[src/rtl/kmer_extend_scheduler_if.sv]
// rtl/kmer_extend_scheduler_if.sv - index, extender and fragment bundle for kmer_extend_scheduler
interface kmer_extend_scheduler_if #(
    parameter int MEM_LEN       = 128,
    parameter int INDICES_COUNT = 2,
    parameter int INDICE_LEN    = 5,
    parameter int FRAG_LEN      = 8,
    parameter int BASE_LEN      = 4
);
    logic                                      mem_load;
    logic [MEM_LEN-1:0]                        mem_data;
    logic                                      idx_valid;
    logic                                      idx_ready;
    logic [INDICE_LEN-1:0]                     idx_data;
    logic                                      idx_last;
    logic [MEM_LEN-1:0]                        ext_memory;
    logic [INDICES_COUNT*INDICE_LEN-1:0]       ext_indices;
    logic [INDICES_COUNT*FRAG_LEN*BASE_LEN-1:0] ext_kmers;
    logic                                      frag_valid;
    logic                                      frag_ready;
    logic [FRAG_LEN*BASE_LEN-1:0]              frag_data;
    logic                                      frag_err;
    logic                                      frag_last;
    logic                                      busy;

    modport master (
        input  mem_load, mem_data, idx_valid, idx_data, idx_last, ext_kmers, frag_ready,
        output idx_ready, ext_memory, ext_indices, frag_valid, frag_data, frag_err, frag_last, busy
    );

    modport slave (
        output mem_load, mem_data, idx_valid, idx_data, idx_last, ext_kmers, frag_ready,
        input  idx_ready, ext_memory, ext_indices, frag_valid, frag_data, frag_err, frag_last, busy
    );
endinterface

[src/rtl/kmer_extend_scheduler.sv]
// rtl/kmer_extend_scheduler.sv - batches k-mer indices into extend_kmers and streams out fragments
module kmer_extend_scheduler #(
    parameter int KMER_LEN      = 4,
    parameter int FRAG_LEN      = 8,
    parameter int BASE_LEN      = 4,
    parameter int MEM_LEN       = 128,
    parameter int INDICES_COUNT = 2,
    parameter int INDICE_LEN    = 5
) (
    input  logic                      clk,
    input  logic                      rst,
    kmer_extend_scheduler_if.master   bus
);
    localparam int FRAG_W = FRAG_LEN * BASE_LEN;
    localparam int CNT_W  = $clog2(INDICES_COUNT + 1);
    // Highest start index whose whole fragment still lies inside the read memory
    localparam logic [INDICE_LEN-1:0] MAX_IDX = INDICE_LEN'(MEM_LEN / BASE_LEN - FRAG_LEN);

    // A k-mer longer than its extended fragment makes the extender meaningless
    if (KMER_LEN > FRAG_LEN) begin : g_bad_kmer_len
        $error("KMER_LEN must not exceed FRAG_LEN");
    end

    typedef enum logic [1:0] {S_IDLE, S_COLLECT, S_EXTEND, S_DRAIN} state_t;

    state_t                                   state_q, state_d;
    logic [MEM_LEN-1:0]                       mem_q, mem_d;
    logic [INDICES_COUNT-1:0][INDICE_LEN-1:0] idx_q, idx_d;
    logic [INDICES_COUNT-1:0]                 bad_q, bad_d;
    logic [INDICES_COUNT-1:0][FRAG_W-1:0]     buf_q, buf_d;
    logic [CNT_W-1:0]                         cnt_q, cnt_d;
    logic [CNT_W-1:0]                         n_q, n_d;
    logic [CNT_W-1:0]                         rd_q, rd_d;
    logic                                     last_q, last_d;

    logic [INDICES_COUNT-1:0][FRAG_W-1:0]     kmers;
    logic [FRAG_W-1:0]                        cur_frag;
    logic                                     cur_bad;

    assign kmers           = bus.ext_kmers;
    assign bus.ext_memory  = mem_q;
    assign bus.ext_indices = idx_q;
    assign bus.busy        = (state_q != S_IDLE);

    // Select the buffered fragment and its bad flag for the current drain slot
    always_comb begin
        cur_frag = '0;
        cur_bad  = 1'b0;
        for (int s = 0; s < INDICES_COUNT; s++) begin
            if (rd_q == CNT_W'(s)) begin
                cur_frag = buf_q[s];
                cur_bad  = bad_q[s];
            end
        end
    end

    // Next-state and output logic of the collect / extend / drain sequencer
    always_comb begin
        state_d        = state_q;
        mem_d          = mem_q;
        idx_d          = idx_q;
        bad_d          = bad_q;
        buf_d          = buf_q;
        cnt_d          = cnt_q;
        n_d            = n_q;
        rd_d           = rd_q;
        last_d         = last_q;
        bus.idx_ready  = 1'b0;
        bus.frag_valid = 1'b0;
        bus.frag_data  = '0;
        bus.frag_err   = 1'b0;
        bus.frag_last  = 1'b0;

        case (state_q)
            S_IDLE: begin
                if (bus.mem_load) begin
                    mem_d   = bus.mem_data;
                    idx_d   = '0;
                    bad_d   = '0;
                    cnt_d   = '0;
                    state_d = S_COLLECT;
                end
            end

            S_COLLECT: begin
                bus.idx_ready = 1'b1;
                if (bus.idx_valid) begin
                    for (int s = 0; s < INDICES_COUNT; s++) begin
                        if (cnt_q == CNT_W'(s)) begin
                            idx_d[s] = bus.idx_data;
                            bad_d[s] = (bus.idx_data > MAX_IDX);
                        end
                    end
                    cnt_d = cnt_q + 1'b1;
                    if (cnt_d == CNT_W'(INDICES_COUNT) || bus.idx_last) begin
                        n_d     = cnt_d;
                        last_d  = bus.idx_last;
                        state_d = S_EXTEND;
                    end
                end
            end

            S_EXTEND: begin
                // Slots past the batch size are cleared so stale fragments never linger
                for (int s = 0; s < INDICES_COUNT; s++) begin
                    buf_d[s] = (CNT_W'(s) < n_q) ? kmers[s] : '0;
                end
                rd_d    = '0;
                state_d = S_DRAIN;
            end

            S_DRAIN: begin
                bus.frag_valid = 1'b1;
                bus.frag_data  = cur_bad ? '0 : cur_frag;
                bus.frag_err   = cur_bad;
                bus.frag_last  = last_q && (rd_q == n_q - 1'b1);
                if (bus.frag_ready) begin
                    if (rd_q == n_q - 1'b1) begin
                        cnt_d   = '0;
                        idx_d   = '0;
                        bad_d   = '0;
                        state_d = last_q ? S_IDLE : S_COLLECT;
                    end else begin
                        rd_d = rd_q + 1'b1;
                    end
                end
            end

            default: state_d = S_IDLE;
        endcase
    end

    // State and datapath registers, cleared by synchronous reset
    always_ff @(posedge clk) begin
        if (rst) begin
            state_q <= S_IDLE;
            mem_q   <= '0;
            idx_q   <= '0;
            bad_q   <= '0;
            buf_q   <= '0;
            cnt_q   <= '0;
            n_q     <= '0;
            rd_q    <= '0;
            last_q  <= 1'b0;
        end else begin
            state_q <= state_d;
            mem_q   <= mem_d;
            idx_q   <= idx_d;
            bad_q   <= bad_d;
            buf_q   <= buf_d;
            cnt_q   <= cnt_d;
            n_q     <= n_d;
            rd_q    <= rd_d;
            last_q  <= last_d;
        end
    end
endmodule

[src/flat_wrapper.sv]
// flat-port wrapper written by rule: the top's interface ports become plain ports
module kmer_extend_scheduler_flat 
#(
    parameter int KMER_LEN      = 4,
    parameter int FRAG_LEN      = 8,
    parameter int BASE_LEN      = 4,
    parameter int MEM_LEN       = 128,
    parameter int INDICES_COUNT = 2,
    parameter int INDICE_LEN    = 5
)
  (clk, rst, bus_mem_load, bus_mem_data, bus_idx_valid, bus_idx_data, bus_idx_last, bus_ext_kmers, bus_frag_ready, bus_idx_ready, bus_ext_memory, bus_ext_indices, bus_frag_valid, bus_frag_data, bus_frag_err, bus_frag_last, bus_busy);
  kmer_extend_scheduler_if #(.MEM_LEN(MEM_LEN), .INDICES_COUNT(INDICES_COUNT), .INDICE_LEN(INDICE_LEN), .FRAG_LEN(FRAG_LEN), .BASE_LEN(BASE_LEN)) bus_i ();
  input  logic clk;
  input  logic rst;
  input wire logic [$bits(bus_i.mem_load)-1:0] bus_mem_load;
  input wire logic [$bits(bus_i.mem_data)-1:0] bus_mem_data;
  input wire logic [$bits(bus_i.idx_valid)-1:0] bus_idx_valid;
  input wire logic [$bits(bus_i.idx_data)-1:0] bus_idx_data;
  input wire logic [$bits(bus_i.idx_last)-1:0] bus_idx_last;
  input wire logic [$bits(bus_i.ext_kmers)-1:0] bus_ext_kmers;
  input wire logic [$bits(bus_i.frag_ready)-1:0] bus_frag_ready;
  output wire logic [$bits(bus_i.idx_ready)-1:0] bus_idx_ready;
  output wire logic [$bits(bus_i.ext_memory)-1:0] bus_ext_memory;
  output wire logic [$bits(bus_i.ext_indices)-1:0] bus_ext_indices;
  output wire logic [$bits(bus_i.frag_valid)-1:0] bus_frag_valid;
  output wire logic [$bits(bus_i.frag_data)-1:0] bus_frag_data;
  output wire logic [$bits(bus_i.frag_err)-1:0] bus_frag_err;
  output wire logic [$bits(bus_i.frag_last)-1:0] bus_frag_last;
  output wire logic [$bits(bus_i.busy)-1:0] bus_busy;
  assign bus_i.mem_load = bus_mem_load;
  assign bus_i.mem_data = bus_mem_data;
  assign bus_i.idx_valid = bus_idx_valid;
  assign bus_i.idx_data = bus_idx_data;
  assign bus_i.idx_last = bus_idx_last;
  assign bus_i.ext_kmers = bus_ext_kmers;
  assign bus_i.frag_ready = bus_frag_ready;
  assign bus_idx_ready = bus_i.idx_ready;
  assign bus_ext_memory = bus_i.ext_memory;
  assign bus_ext_indices = bus_i.ext_indices;
  assign bus_frag_valid = bus_i.frag_valid;
  assign bus_frag_data = bus_i.frag_data;
  assign bus_frag_err = bus_i.frag_err;
  assign bus_frag_last = bus_i.frag_last;
  assign bus_busy = bus_i.busy;
  kmer_extend_scheduler #(.KMER_LEN(KMER_LEN), .FRAG_LEN(FRAG_LEN), .BASE_LEN(BASE_LEN), .MEM_LEN(MEM_LEN), .INDICES_COUNT(INDICES_COUNT), .INDICE_LEN(INDICE_LEN)) u_core (.clk(clk), .rst(rst), .bus(bus_i));
endmodule
[config.mk]
export PLATFORM = sky130hd
export DESIGN_NAME = kmer_extend_scheduler_flat
export DESIGN_NICKNAME = d
export VERILOG_FILES = /design/src/rtl/kmer_extend_scheduler_if.sv /design/src/rtl/kmer_extend_scheduler.sv /design/src/flat_wrapper.sv
export SDC_FILE = /design/constraint.sdc
export NUM_CORES = 1
export LEC_CHECK = 0
export CAP_MARGIN = 40
export CORE_AREA = 2 2 146 148
export CTS_BUF_LIST = sky130_fd_sc_hd__clkbuf_4 sky130_fd_sc_hd__clkbuf_8
export DETAILED_ROUTE_END_ITERATION = 10
export DIE_AREA = 0 0 148 150
export PLACE_DENSITY_LB_ADDON = 0.1
export SLEW_MARGIN = 40
export SYNTH_ARGS = -nofsm -noshare
export SYNTH_HDL_FRONTEND = slang
export SYNTH_SLANG_ARGS = --single-unit
[constraint.sdc]
create_clock -name clk -period 2.15 [get_ports clk]
set_input_delay 0.215 -clock clk [delete_from_list [all_inputs] [get_ports clk]]
set_output_delay 0.215 -clock clk [all_outputs]
set_load 0.1 [all_outputs]
# [Yosys cells after proc, flatten, opt, wreduce, memory -nomap -nowiden]
# Index checks and enable logic that the tools add are counted.
[word_totals] register_bits=213 elab_cells=86 input_bits=203 output_inout_bits=175
[classes] reduce_logical=15 magnitude_cmp=3 add_sub_neg=3 eq_ne=15 muxes=38
[op_table] op="2-to-1 mux 32 bit" count=6
[op_table] op="2-to-1 mux 10 bit" count=4
[op_table] op="case mux 10 bit (3 select lines)" count=1
[op_table] op="2-to-1 mux 2 bit" count=12
[op_table] op="case mux 2 bit (3 select lines)" count=2
[op_table] op="AND reduction 6 bit" count=2
[op_table] op="2-to-1 mux 5 bit" count=2
[op_table] op="AND reduction 5 bit" count=2
[op_table] op="2-to-1 mux 1 bit" count=9
[op_table] op="!= test 2 x 1 -> 1 bit (second input constant)" count=4
[op_table] op="!= test 2 bit (second input constant)" count=4
[op_table] op="case mux 2 bit (4 select lines)" count=1
[op_table] op="equality test 2 x 1 -> 1 bit (second input constant)" count=3
[op_table] op="equality test 2 bit (second input constant)" count=3
[op_table] op="zero test 2 bit" count=3
[op_table] op="AND reduction 3 bit" count=2
[op_table] op="greater-than comparator 5 bit (second input constant)" count=1
[op_table] op="adder 2 x 1 -> 2 bit (second input constant)" count=2
[op_table] op="< comparator 1 x 2 -> 1 bit (first input constant)" count=2
[op_table] op="case mux 2 bit (2 select lines)" count=1
[op_table] op="nonzero test 2 bit" count=2
[op_table] op="nonzero test 3 bit" count=1
[op_table] op="equality test 2 bit" count=1
[op_table] op="AND reduction 2 bit" count=1
[op_table] op="other kinds (3)" count=3

# [Depth between registers and ports, before layout]
# Gate-level depths: netlist (run 1).
[depth] word_depth=6 depth_mapped=8

# [Worst setup path after synthesis (run 1)]
# Ideal clock, no wire load.
[synth_timing] path_kind="reg2out" start="register u_core.state_q[1]" end="output bus_frag_last" n_path_buf=1 stages_incl_launch_ff=5 arrival_time_ps=3565 t_required_ps=1935 slack_ps=-1630 cell_sequence="dfxtp_1 -> ha_1 -> clkbuf_8 -> nand2_1 -> nor3_1"
[synth_between] elab_chain_cells=2
[synth_rtl] element="start, declared" line="kmer_extend_scheduler.sv:26" text="state_t state_q, state_d;"
[synth_rtl] element="start signal, assigned" line="kmer_extend_scheduler.sv:146" text="state_q <= state_d;"
[synth_rtl] element="equality test 2 bit" line="kmer_extend_scheduler.sv:74" text="case (state_q)"
[synth_rtl] element="2-to-1 mux 1 bit" line="kmer_extend_scheduler.sv:74"
[synth_rtl] element="end, declared" line="flat_wrapper.sv:28" text="output wire logic [$bits(bus_i.frag_last)-1:0] bus_frag_last;"
# No other way between the ends.

# [Final worst setup path (run 1)]
[layout_timing] start="register u_core.rd_q[0]" end="output bus_frag_data[11]"
[layout_between] elab_chain_cells=5 elab_cells_between_ends=8 cone_classes="eq/ne (1); mux (6); reduce/logical (1)"
[layout_rtl] element="start, declared" line="kmer_extend_scheduler.sv:33" text="logic [CNT_W-1:0] rd_q, rd_d;"
[layout_rtl] element="start signal, assigned" line="kmer_extend_scheduler.sv:153" text="rd_q <= rd_d;"
[layout_rtl] element="zero test 2 bit" line="kmer_extend_scheduler.sv:50" text="if (rd_q == CNT_W'(s)) begin"
[layout_rtl] element="2-to-1 mux 32 bit / 2-to-1 mux 1 bit (equally long branches) (2 in a row)" line="kmer_extend_scheduler.sv:50"
[layout_rtl] element="2-to-1 mux 32 bit (*)" line="kmer_extend_scheduler.sv:114" text="bus.frag_data = cur_bad ? '0 : cur_frag;"
[layout_rtl] element="2-to-1 mux 32 bit (*)" line="kmer_extend_scheduler.sv:74"
[layout_rtl] element="end, declared" line="flat_wrapper.sv:26" text="output wire logic [$bits(bus_i.frag_data)-1:0] bus_frag_data;"
# Mark *: on every way between the ends. The rest lies on a longest branch, timed or not.

==> results.md, run 1 <==
* Internal power at 8.69 mW
* Critical path required time at 1930 ps
* Max Buffers Root-to-Sink at 3
* P per Cell Area at 1190 nW/um2
* CTS Sinks at 213
* Final GP Congestion at 0.796
* Final Critical Period at 2330 ps
* Sw frac at 46.9%
* Pre-Repair DR Iteration Count at 5
* Area Growth Syn to Fin at 66.1%
* First-pass GRT wire length at 42600 um
* Rel. slew slack at 64.8%
* Post-route core utilization at 66.2%
* Synthesized flop and latch total at 213
* IO Port Bufs at 377
* Final WL at 28100 um
* Final Hold Vio Count at 0
* Placed Cells at 1639
* Die area at 22200 um2
* Xor-xnor portion of the synthesized cell area at 0.213%
* Worst Skew at 18.7 ps
* Post-route cell area at 13700 um2
* Detailed Place HPWL at 19400 um
* Adder-cell area share of the yosys netlist at 1.82%
* Net Count, Synth at 1263
* Worst Setup End Kind: output port
* Placed instance area at 12600 um2
* Endpoints failing setup at 33
* Simple-Gate Fraction of Synth Area at 22.6%
* IO Pins at 378
* Core Area at 20700 um2
* Maximum vdd drop at 0.865 mV
* Failing checks: negative setup slack
* Yosys top cell area share at 51.7%
* Commonest cells in the synthesized netlist: nand2_1, dfxtp_1, a21oi_1
* Fin cells at 1717
* Total global routing overflow at 0
* Worst Path Arrival at 2110 ps
* Post-Syn Area per Cell at 7.86 um2
* Clk_lat worst skew at 530 ps
* Row count at 53
* CTS Root Cell: clkbuf_8
* H-tree depth at 2
* Synth unique cells at 38
* Reg clk slew, reported paths at 60 ps
* Vias in the first global route at 8114
* Warnings, synthesis at 0
* Max cap viols at 0
* Final period util at 108%
* Footprint of the multi-input gates at 3940 um2
* Antenna-violating nets left at 0
* Initial antenna violation count at 1
* CTS buffer count at 39
* Final setup margin at -179 ps
* LEAKAGE at 5.43 nW
* CP Class: reg2out
* CTS tree: yes
* CP Max Fanout at 5
* Sequential cell area fraction in the yosys report at 51.7%
* Starting Density at 39.8%
* Status: finished, violations left
* Mapped Cells at 1048
* Seq pwr share at 29.2%
* Tot GR Track Use at 24.0%
* Largest area contributor in the netlist: dfxtp_1
* Top_reg_cell synth: dfxtp_1
* Largest net degree at the start of global routing at 90
* Nets at 1633
* Max Clock Freq at 429 MHz
* Drt via density at 4.89
* Clk network pwr share at 23.8%
* Synth Cell Area at 8240 um2
* Top post-synthesis cells by area: dfxtp_1, nand2_1, a21oi_1, nor2_1, a22oi_1
* Post-DR wirelength/cell at 16.4 um
* Worst slew pin tran at 528 ps
* Post-CTS Hold Fix Bufs at 0
* Worst min-delay path class: in2reg
* Comb power frac at 47.0%
* FILL cells at 1740
* Register Area at 4270 um2
* Multiplexer area fraction after synthesis at 1.70%
* RSZ-0062 raised after global routing: true
* Die X at 148 um
* Synth Area in Compound Gates at 17.2%
* Die Y at 150 um
* P_sw at 7.66 mW
* Combinational family with the most area after synthesis: simple AND/OR/NAND/NOR gates
* # diodes at 0
* Post-synth EDFFs at 0
* Slew Limit Fails at 0
* Most common cell in the netlist: nand2_1
* Startpoint Class: flip-flop
* DRC at 0
* Number of DRC markers in iteration 0 at 428
* Asr flop ratio synth at 0%
* Layout cells sized above 1 at 23.4%
* Vias at 8401
layout by cell type, fill, tap and decap left out, types with 10 or more instances in the layout:
cell type	n
nand2_1	293
dfxtp_1	211
nand2b_1	11
a22oi_1	63
a21oi_1	160
inv_1	10
buf_4	156
clkbuf_4	11
nor2_4	32
clkdlybuf4s50_1	201
nor2_1	102
mux2i_1	11
buf_12	48
clkbuf_8	45
critical path, stage by stage (launching register included):
cell     delay (ps)
dfxtp_4         380
inv_4            40
ha_4            150
and3b_1         170
a21oi_2         170
nand2_4         100
buf_12          150
buf_16          140
nor2_4          110
buf_12          180
power by group through the flow:
stage	sequential, mW	clock (mW)	combinational (mW)
detailed placement	4.85	0	7.59
global route	4.84	4.17	8.07
finish	4.78	3.89	7.68
floorplan	8.25	0	2.15
CTS	4.78	3.98	7.72
global placement	4.83	0	7.57
cells by family (layout without fill, tap and decap cells):
kind of cell | after synthesis | count (layout)
simple gates | 468 | 468
compound gates | 244 | 244
flops | 213 | 213
buf+inv | 96 | 490
mux | 13 | 13
fa+ha+maj | 12 | 12
xor+xnor | 2 | 2
final timing paths:
kind | endpoint | startpoint | cells after the start | slack (ps)
worst max-delay path | bus_frag_data[11] | u_core.rd_q[0]$_SDFFE_PP0P_ | 9 | -180
worst min register to register | u_core.bus.ext_memory[89]$_SDFFE_PP0P_ | u_core.bus.ext_memory[89]$_SDFFE_PP0P_ | 2 | 450
worst min-delay path | u_core.last_q$_SDFFE_PP0P_ | rst | 2 | 60
worst max register to register | u_core.cnt_q[0]$_SDFFE_PP0P_ | u_core.state_q[0]$_SDFFE_PP0P_ | 6 | 190
metrics by stage:
| step | setup slack [ps] | total power, mW | hold WS [ps] | setup TNS, ps |
|---|---|---|---|---|
| floorplan | -108 | 10.4 | 351 | -2290 |
| global placement | 176 | 12.4 | 442 | 0 |
| detailed placement | 126 | 12.4 | 447 | 0 |
| CTS | -229 | 16.5 | 29.3 | -6040 |
| global route | -262 | 17.1 | 62.4 | -6700 |
| finish | -179 | 16.4 | 61.3 | -4080 |
sequential cells by signal, indices dropped and copies added (netlist names), 2 cells and up:
name                    cells
u_core.bus.ext_indices     10
u_core.rd_q                 2
u_core.buf_q               64
u_core.n_q                  2
u_core.bad_q                2
u_core.cnt_q                2
u_core.bus.ext_memory     128
u_core.state_q              2
area by class of cell:
class                      count  share of cell area [%]
clock buffer                  56                    5.13
clock inverter                 9                   0.539
inverter                      13                   0.393
multi-input combinational    739                    28.8
sequential                   213                    31.2
tap                          275                    2.51
timing repair buffer         412                    31.5
what timing repair did:
| action | CTS | global route |
|---|---|---|
| cloned | 3 | 1 |
| pin swaps | 7 | 7 |
| setup endpoints to repair | 33 | 33 |
| resized for setup | 20 | 9 |
| setup buffers | 9 | 2 |
layer usage:
metal  routed length, um  GRT usage (%)  part of all wire (%)  vias up
met2               13900           40.5                    49      320
met4                1050           10.6                   3.7        2
met3                2530           8.69                   9.0       67
met5                  13              0                 0.046        -
met1               10600           27.3                    38     3815
li1                    -              -                     -     4197
No activity file was read; power rests on OpenSTA's default activity.
==> run 2, diff against run 1 <==
==> constraint.sdc (replaced) <==
create_clock -name clk -period 2.15 [get_ports clk]
set_input_delay 0.43 -clock clk [delete_from_list [all_inputs] [get_ports clk]]
set_output_delay 0.43 -clock clk [all_outputs]
set_load 0.1 [all_outputs]
==> run 2 against run 1 <==
The run still ends with negative setup slack left. Clock-buffer cell count rose by 6. Sequential share of layout area up 0.26 points. Total power down 0.77%. Critical path type unchanged. Largest cell class is now flip-flops and latches.
==> results.md, run 2 (synthesis gave the netlist of run 1 again) <==
* Status: finished, violations left
* Failing checks: negative setup slack
* Reg-to-reg slack, setup at 150 ps
* CP Class: reg2out
* Layout cells sized above 1 at 22.8%
* P per Cell Area at 1190 nW/um2
* CTS tree: yes
* Number of DRC markers in iteration 0 at 403
* Worst R2R Start: u_core.state_q[1]$_SDFFE_PP0P_
* Final Critical Period at 2530 ps
* Crit path cell chain: inv_2, ha_4, and3b_1, a21oi_2, nand2_4, buf_16, nor2_4, buf_12
* Final total power at 16.2 mW
* Vias at 8233
* Worst Skew at 17.4 ps
* Detailed Place HPWL at 19500 um
* Max Clock Freq at 396 MHz
* Worst Path Arrival at 2100 ps
* Worst Setup End Kind: output port
* CTS buffer count at 38
* CP max stage cell: dfxtp_4
* Setup crit end: bus_frag_data[31]
* Max cap viols at 0
* Row count at 53
* RSZ-0062 raised after global routing: true
* Rel. slew slack at 54.7%
* Area Growth Syn to Fin at 64.8%
* R2r endpoint: u_core.bus.ext_indices[5]$_SDFFE_PP0P_
* Most common cell after layout, fill and taps aside: nand2_1
* IO Port Bufs at 377
* Reg clk slew, reported paths at 50 ps
* Core Area at 20700 um2
* Die Y at 150 um
* Max Buffers Root-to-Sink at 3
* WHS Path Cells at 3
* Initial antenna violation count at 3
* Placed Cells at 1645
* Die area at 22200 um2
* IO Pins at 378
* First-pass GRT wire length at 41800 um
* Startpoint Class: flip-flop
* Die X at 148 um
* Largest net degree at the start of global routing at 112
* Endpoints failing setup at 34
* Maximum vdd drop at 0.811 mV
* Worst slew pin tran at 679 ps
* Clk_lat worst skew at 530 ps
* Launch point of the worst path: u_core.rd_q[0]$_SDFFE_PP0P_
* Drt via density at 4.81
* CP peak stage delay at 370 ps
* Post-DR wirelength/cell at 15.9 um
* Worst min-delay path class: in2reg
* Slew Limit Fails at 0
* CTS Root Cell: clkbuf_8
* Total global routing overflow at 0
* Fin Hold WS at 247 ps
* Fin cells at 1712
* Pre-Repair DR Iteration Count at 5
* Tot GR Track Use at 23.6%
* Max FFs per register at 128
* Final WL at 27300 um
* Antenna-violating nets left at 0
* Vias in the first global route at 7946
* Final period util at 118%
* Reg2reg path depth at 8
* Final GP Congestion at 0.786
* CP Max Fanout at 14
* LEAKAGE at 5.36 nW
* CTS Sinks at 213
* Post-CTS Hold Fix Bufs at 0
* Commonest cells after routing, fill and taps aside: nand2_1, dfxtp_1, clkdlybuf4s50_1, a21oi_1, buf_4
* Critical path required time at 1720 ps
* Nets at 1628
* DRC at 0
* Final setup margin at -377 ps
* Final Hold Vio Count at 0
* Starting Density at 39.8%
* H-tree depth at 2
-- run 2: per-layer routing --
metal | share of wire (%) | GRT usage (%) | up-vias
met5 | 0.048 | 0 | -
met4 | 2.8 | 7.62 | 2
met3 | 9.4 | 9.02 | 51
met2 | 50 | 40.1 | 283
met1 | 38 | 27.4 | 3711
li1 | - | - | 4186
-- run 2: stage by stage --
stage	util [%]	cell area [um2]	setup slack (ps)	TNS (ps)
after global placement	61.4	12700	95.9	0
after global routing	65.6	13600	-488	-15340
after floorplan	-	8600	-103	-3240
final	65.6	13600	-377	-11440
after CTS	65.5	13600	-412	-12820
after detailed placement	61.5	12700	71.4	0
-- run 2: area by class of cell --
class                      count  area [um2]
fill                        1783        7110
sequential                   213        4270
timing repair buffer         408        4220
multi-input combinational    739        3940
clock buffer                  62         753
tap                          275         344
inverter                      13        51.3
antenna                        2        5.00
-- run 2: worst min-delay path by stage --
stage / from / to / slack [ps]
after floorplan: u_core.buf_q[7]$_SDFFE_PP0P_ / u_core.buf_q[7]$_SDFFE_PP0P_ / 460
after global placement: u_core.bus.ext_memory[69]$_SDFFE_PP0P_ / u_core.bus.ext_memory[69]$_SDFFE_PP0P_ / 440
after detailed placement: u_core.bus.ext_memory[31]$_SDFFE_PP0P_ / u_core.bus.ext_memory[31]$_SDFFE_PP0P_ / 450
after CTS: rst / u_core.bus.ext_indices[8]$_SDFFE_PP0P_ / 210
after global routing: rst / u_core.bus.ext_indices[8]$_SDFFE_PP0P_ / 230
final: rst / u_core.bus.ext_indices[8]$_SDFFE_PP0P_ / 250
-- run 2: power by group --
group	switching [mW]	total [mW]	internal (mW)	leakage (nW)
Clock	1.55	3.74	2.18	0.404
Sequential	0.275	4.76	4.48	1.74
Combinational	5.71	7.73	2.02	3.22
Total	7.54	16.2	8.69	5.36
-- run 2: timing repair --
action	CTS	global route
cloned	1	0
endpoints found under the setup margin	35	36
pin swaps	1	1
setup buffers	2	0
resized for setup	10	4
-- run 2: critical path, delay by kind of cell, from the launching register on --
kind                       cells  cell delay [ps]
and+or+nand+nor                3              450
DFF                            1              370
buffers and inverters          3              430
AOI/OAI and AO/OA              1              170
adders and majority gates      1              160
==> run 3, diff against run 2 <==
Settings changed: CAP_MARGIN 40 to not set, TNS_END_PERCENT set to 20.
==> run 3 against run 2 <==
The flow still finishes with violations (negative setup slack). Total power grew 1.5%. Setup slack worse by 35 ps. Sequential power up 0.8%. Register-to-register slack hardly changed. Cell count grew 0.18%. Sequential cell count unchanged. Clock skew is essentially flat. Highest routed layer is now met4. Die area stayed put. Core utilization grew 0.44 points. Largest cell class unchanged.
==> results.md, run 3 (synthesis gave the netlist of run 1 again) <==
* Worst Path Arrival at 2130 ps
* P_sw at 7.69 mW
* CP max stage cell: dfxtp_4
* Total global routing overflow at 0
* Critical path required time at 1720 ps
* Hold EP: u_core.n_q[1]$_SDFFE_PP0P_
* Die X at 148 um
* RSZ-0062 raised after global routing: true
* CTS buffer count at 39
* Layout cells sized above 1 at 23.2%
* Internal power at 8.78 mW
* Hold Crit Start: rst
* CTS tree: yes
* H-tree depth at 2
* Final total power at 16.5 mW
* Clk_lat worst skew at 530 ps
* First-pass GRT wire length at 43000 um
* Post-DR wirelength/cell at 16.5 um
* Tot GR Track Use at 24.4%
* Fin Hold WS at 295 ps
* Die Y at 150 um
* Reg clk slew, reported paths at 60 ps
* Setup TNS at -13050 ps
* Vias in the first global route at 7978
* Max Buffers Root-to-Sink at 3
* CTS Sinks at 213
* CTS Root Cell: clkbuf_8
* Max cap viols at 0
* Nets at 1625
* Max Clock Freq at 390 MHz
* Core Area at 20700 um2
* Reg-to-reg slack, setup at 150 ps
* Comb power frac at 46.4%
* Worst R2R Start: u_core.n_q[0]$_SDFFE_PP0P_
* R2r endpoint: u_core.state_q[0]$_SDFFE_PP0P_
* Commonest cells after routing, fill and taps aside: nand2_1, dfxtp_1, clkdlybuf4s50_1, a21oi_1, buf_4
* Final Critical Period at 2560 ps
* Post-CTS Hold Fix Bufs at 0
* Antenna-violating nets left at 0
* Final GP Congestion at 0.818
* Drt via density at 4.88
* Final WL at 28300 um
* IO Pins at 378
* Failing checks: negative setup slack
* Sw frac at 46.7%
* Row count at 53
* Initial antenna violation count at 2
* Clk network pwr share at 24.5%
* Final period util at 119%
* Post-route core utilization at 66.1%
* Worst Setup End Kind: output port
* Max FFs per register at 128
* Slew Limit Fails at 0
* Seq pwr share at 29.1%
* Pre-Repair DR Iteration Count at 5
* Status: finished, violations left
* Starting Density at 39.8%
* Number of DRC markers in iteration 0 at 458
* Worst Skew at 17.2 ps
* Final Hold Vio Count at 0
* CP Class: reg2out
* Startpoint Class: flip-flop
* Worst slew pin tran at 491 ps
* CP delay by family, top: simple AND/OR/NAND/NOR gates
* Worst path buffer plus inverter count at 3
* Worst min-delay path class: in2reg
* Vias at 8367
* Post-route cell area at 13700 um2
* CP Max Fanout at 8
* Reg2reg path depth at 7
* Largest net degree at the start of global routing at 92
* Rel. slew slack at 66.8%
* Crit path cell chain: inv_4, ha_4, and3b_1, a21oi_4, nand2_8, buf_16, nor2_4, buf_12
* Placed instance area at 12700 um2
* Endpoints failing setup at 34
* Die area at 22200 um2
* Most common cell after layout, fill and taps aside: nand2_1
* DRC at 0
* IO Port Bufs at 377
* Detailed Place HPWL at 19600 um
* Maximum vdd drop at 0.779 mV
* WHS Path Cells at 2
* Area Growth Syn to Fin at 65.9%
* P per Cell Area at 1210 nW/um2
* CP peak stage delay at 380 ps
* LEAKAGE at 5.39 nW
* Final setup margin at -412 ps
## run 3: changes by cell type in the layout (fill, tap and decap cells not counted), sizes merged
cell,delta
buf,-4
clkinvlp,+3
clkinv,+4
## run 3: layout make-up
class | instances | area (um2)
fillers | 1764 | 7020
flip-flops and latches | 213 | 4280
repair buffers | 404 | 4220
multi-input cells | 739 | 3930
clock buffers | 62 | 791
well taps | 275 | 344
inverters | 13 | 51.3
clock inverters | 7 | 46.3
diodes | 2 | 5.00
## run 3: repair_timing
action,CTS,global route
pin swaps,4,0
cloned,3,0
setup endpoints to repair,35,36
gates resized for setup,14,3
buffers inserted,1,1
## run 3: per-stage QoR
stage | instances | setup WS [ps]
after floorplan | 1048 | -120
after global routing | 1715 | -489
after global placement | 1639 | 124
after CTS | 1712 | -446
after detailed placement | 1639 | 79.1
final | 1715 | -412
## run 3: worst reg2reg max path, cell delays in order, from the launching register on
cell	delay, ps
dfxtp_4	370
inv_1	50
ha_1	300
xnor2_1	160
buf_4	160
o21ai_0	390
o2111ai_1	180
a221oi_1	280
## run 3: worst max-delay path by stage
| stage | end | depth (start not counted) | slack, ps | startpoint |
|---|---|---|---|---|
| after floorplan | bus_frag_data[21] | 8 | -120 | u_core.rd_q[0]$_SDFFE_PP0P_ |
| after global placement | bus_frag_data[31] | 8 | 120 | u_core.rd_q[1]$_SDFFE_PP0P_ |
| after detailed placement | u_core.state_q[0]$_SDFFE_PP0P_ | 7 | 80 | u_core.n_q[0]$_SDFFE_PP0P_ |
| after CTS | bus_frag_data[27] | 8 | -450 | u_core.rd_q[0]$_SDFFE_PP0P_ |
| after global routing | bus_frag_data[1] | 8 | -490 | u_core.rd_q[0]$_SDFFE_PP0P_ |
| final | bus_frag_data[1] | 8 | -410 | u_core.rd_q[0]$_SDFFE_PP0P_ |
## run 3: routing by layer
metal | part of all wire (%) | global-route usage (%) | up-vias
met5 | 0 | 0 | -
met4 | 1.9 | 7.62 | 0
met3 | 8.8 | 8.38 | 41
met2 | 51 | 41.9 | 288
met1 | 39 | 28.7 | 3853
li1 | - | - | 4185
## run 3: power groups by stage
stage	Clock, mW	Sequential (mW)	Combinational (mW)
after floorplan	0	8.25	2.18
after CTS	4.14	4.79	7.68
final	4.04	4.80	7.65
after global placement	0	4.83	7.55
after global routing	4.29	4.86	8.03
after detailed placement	0	4.85	7.57
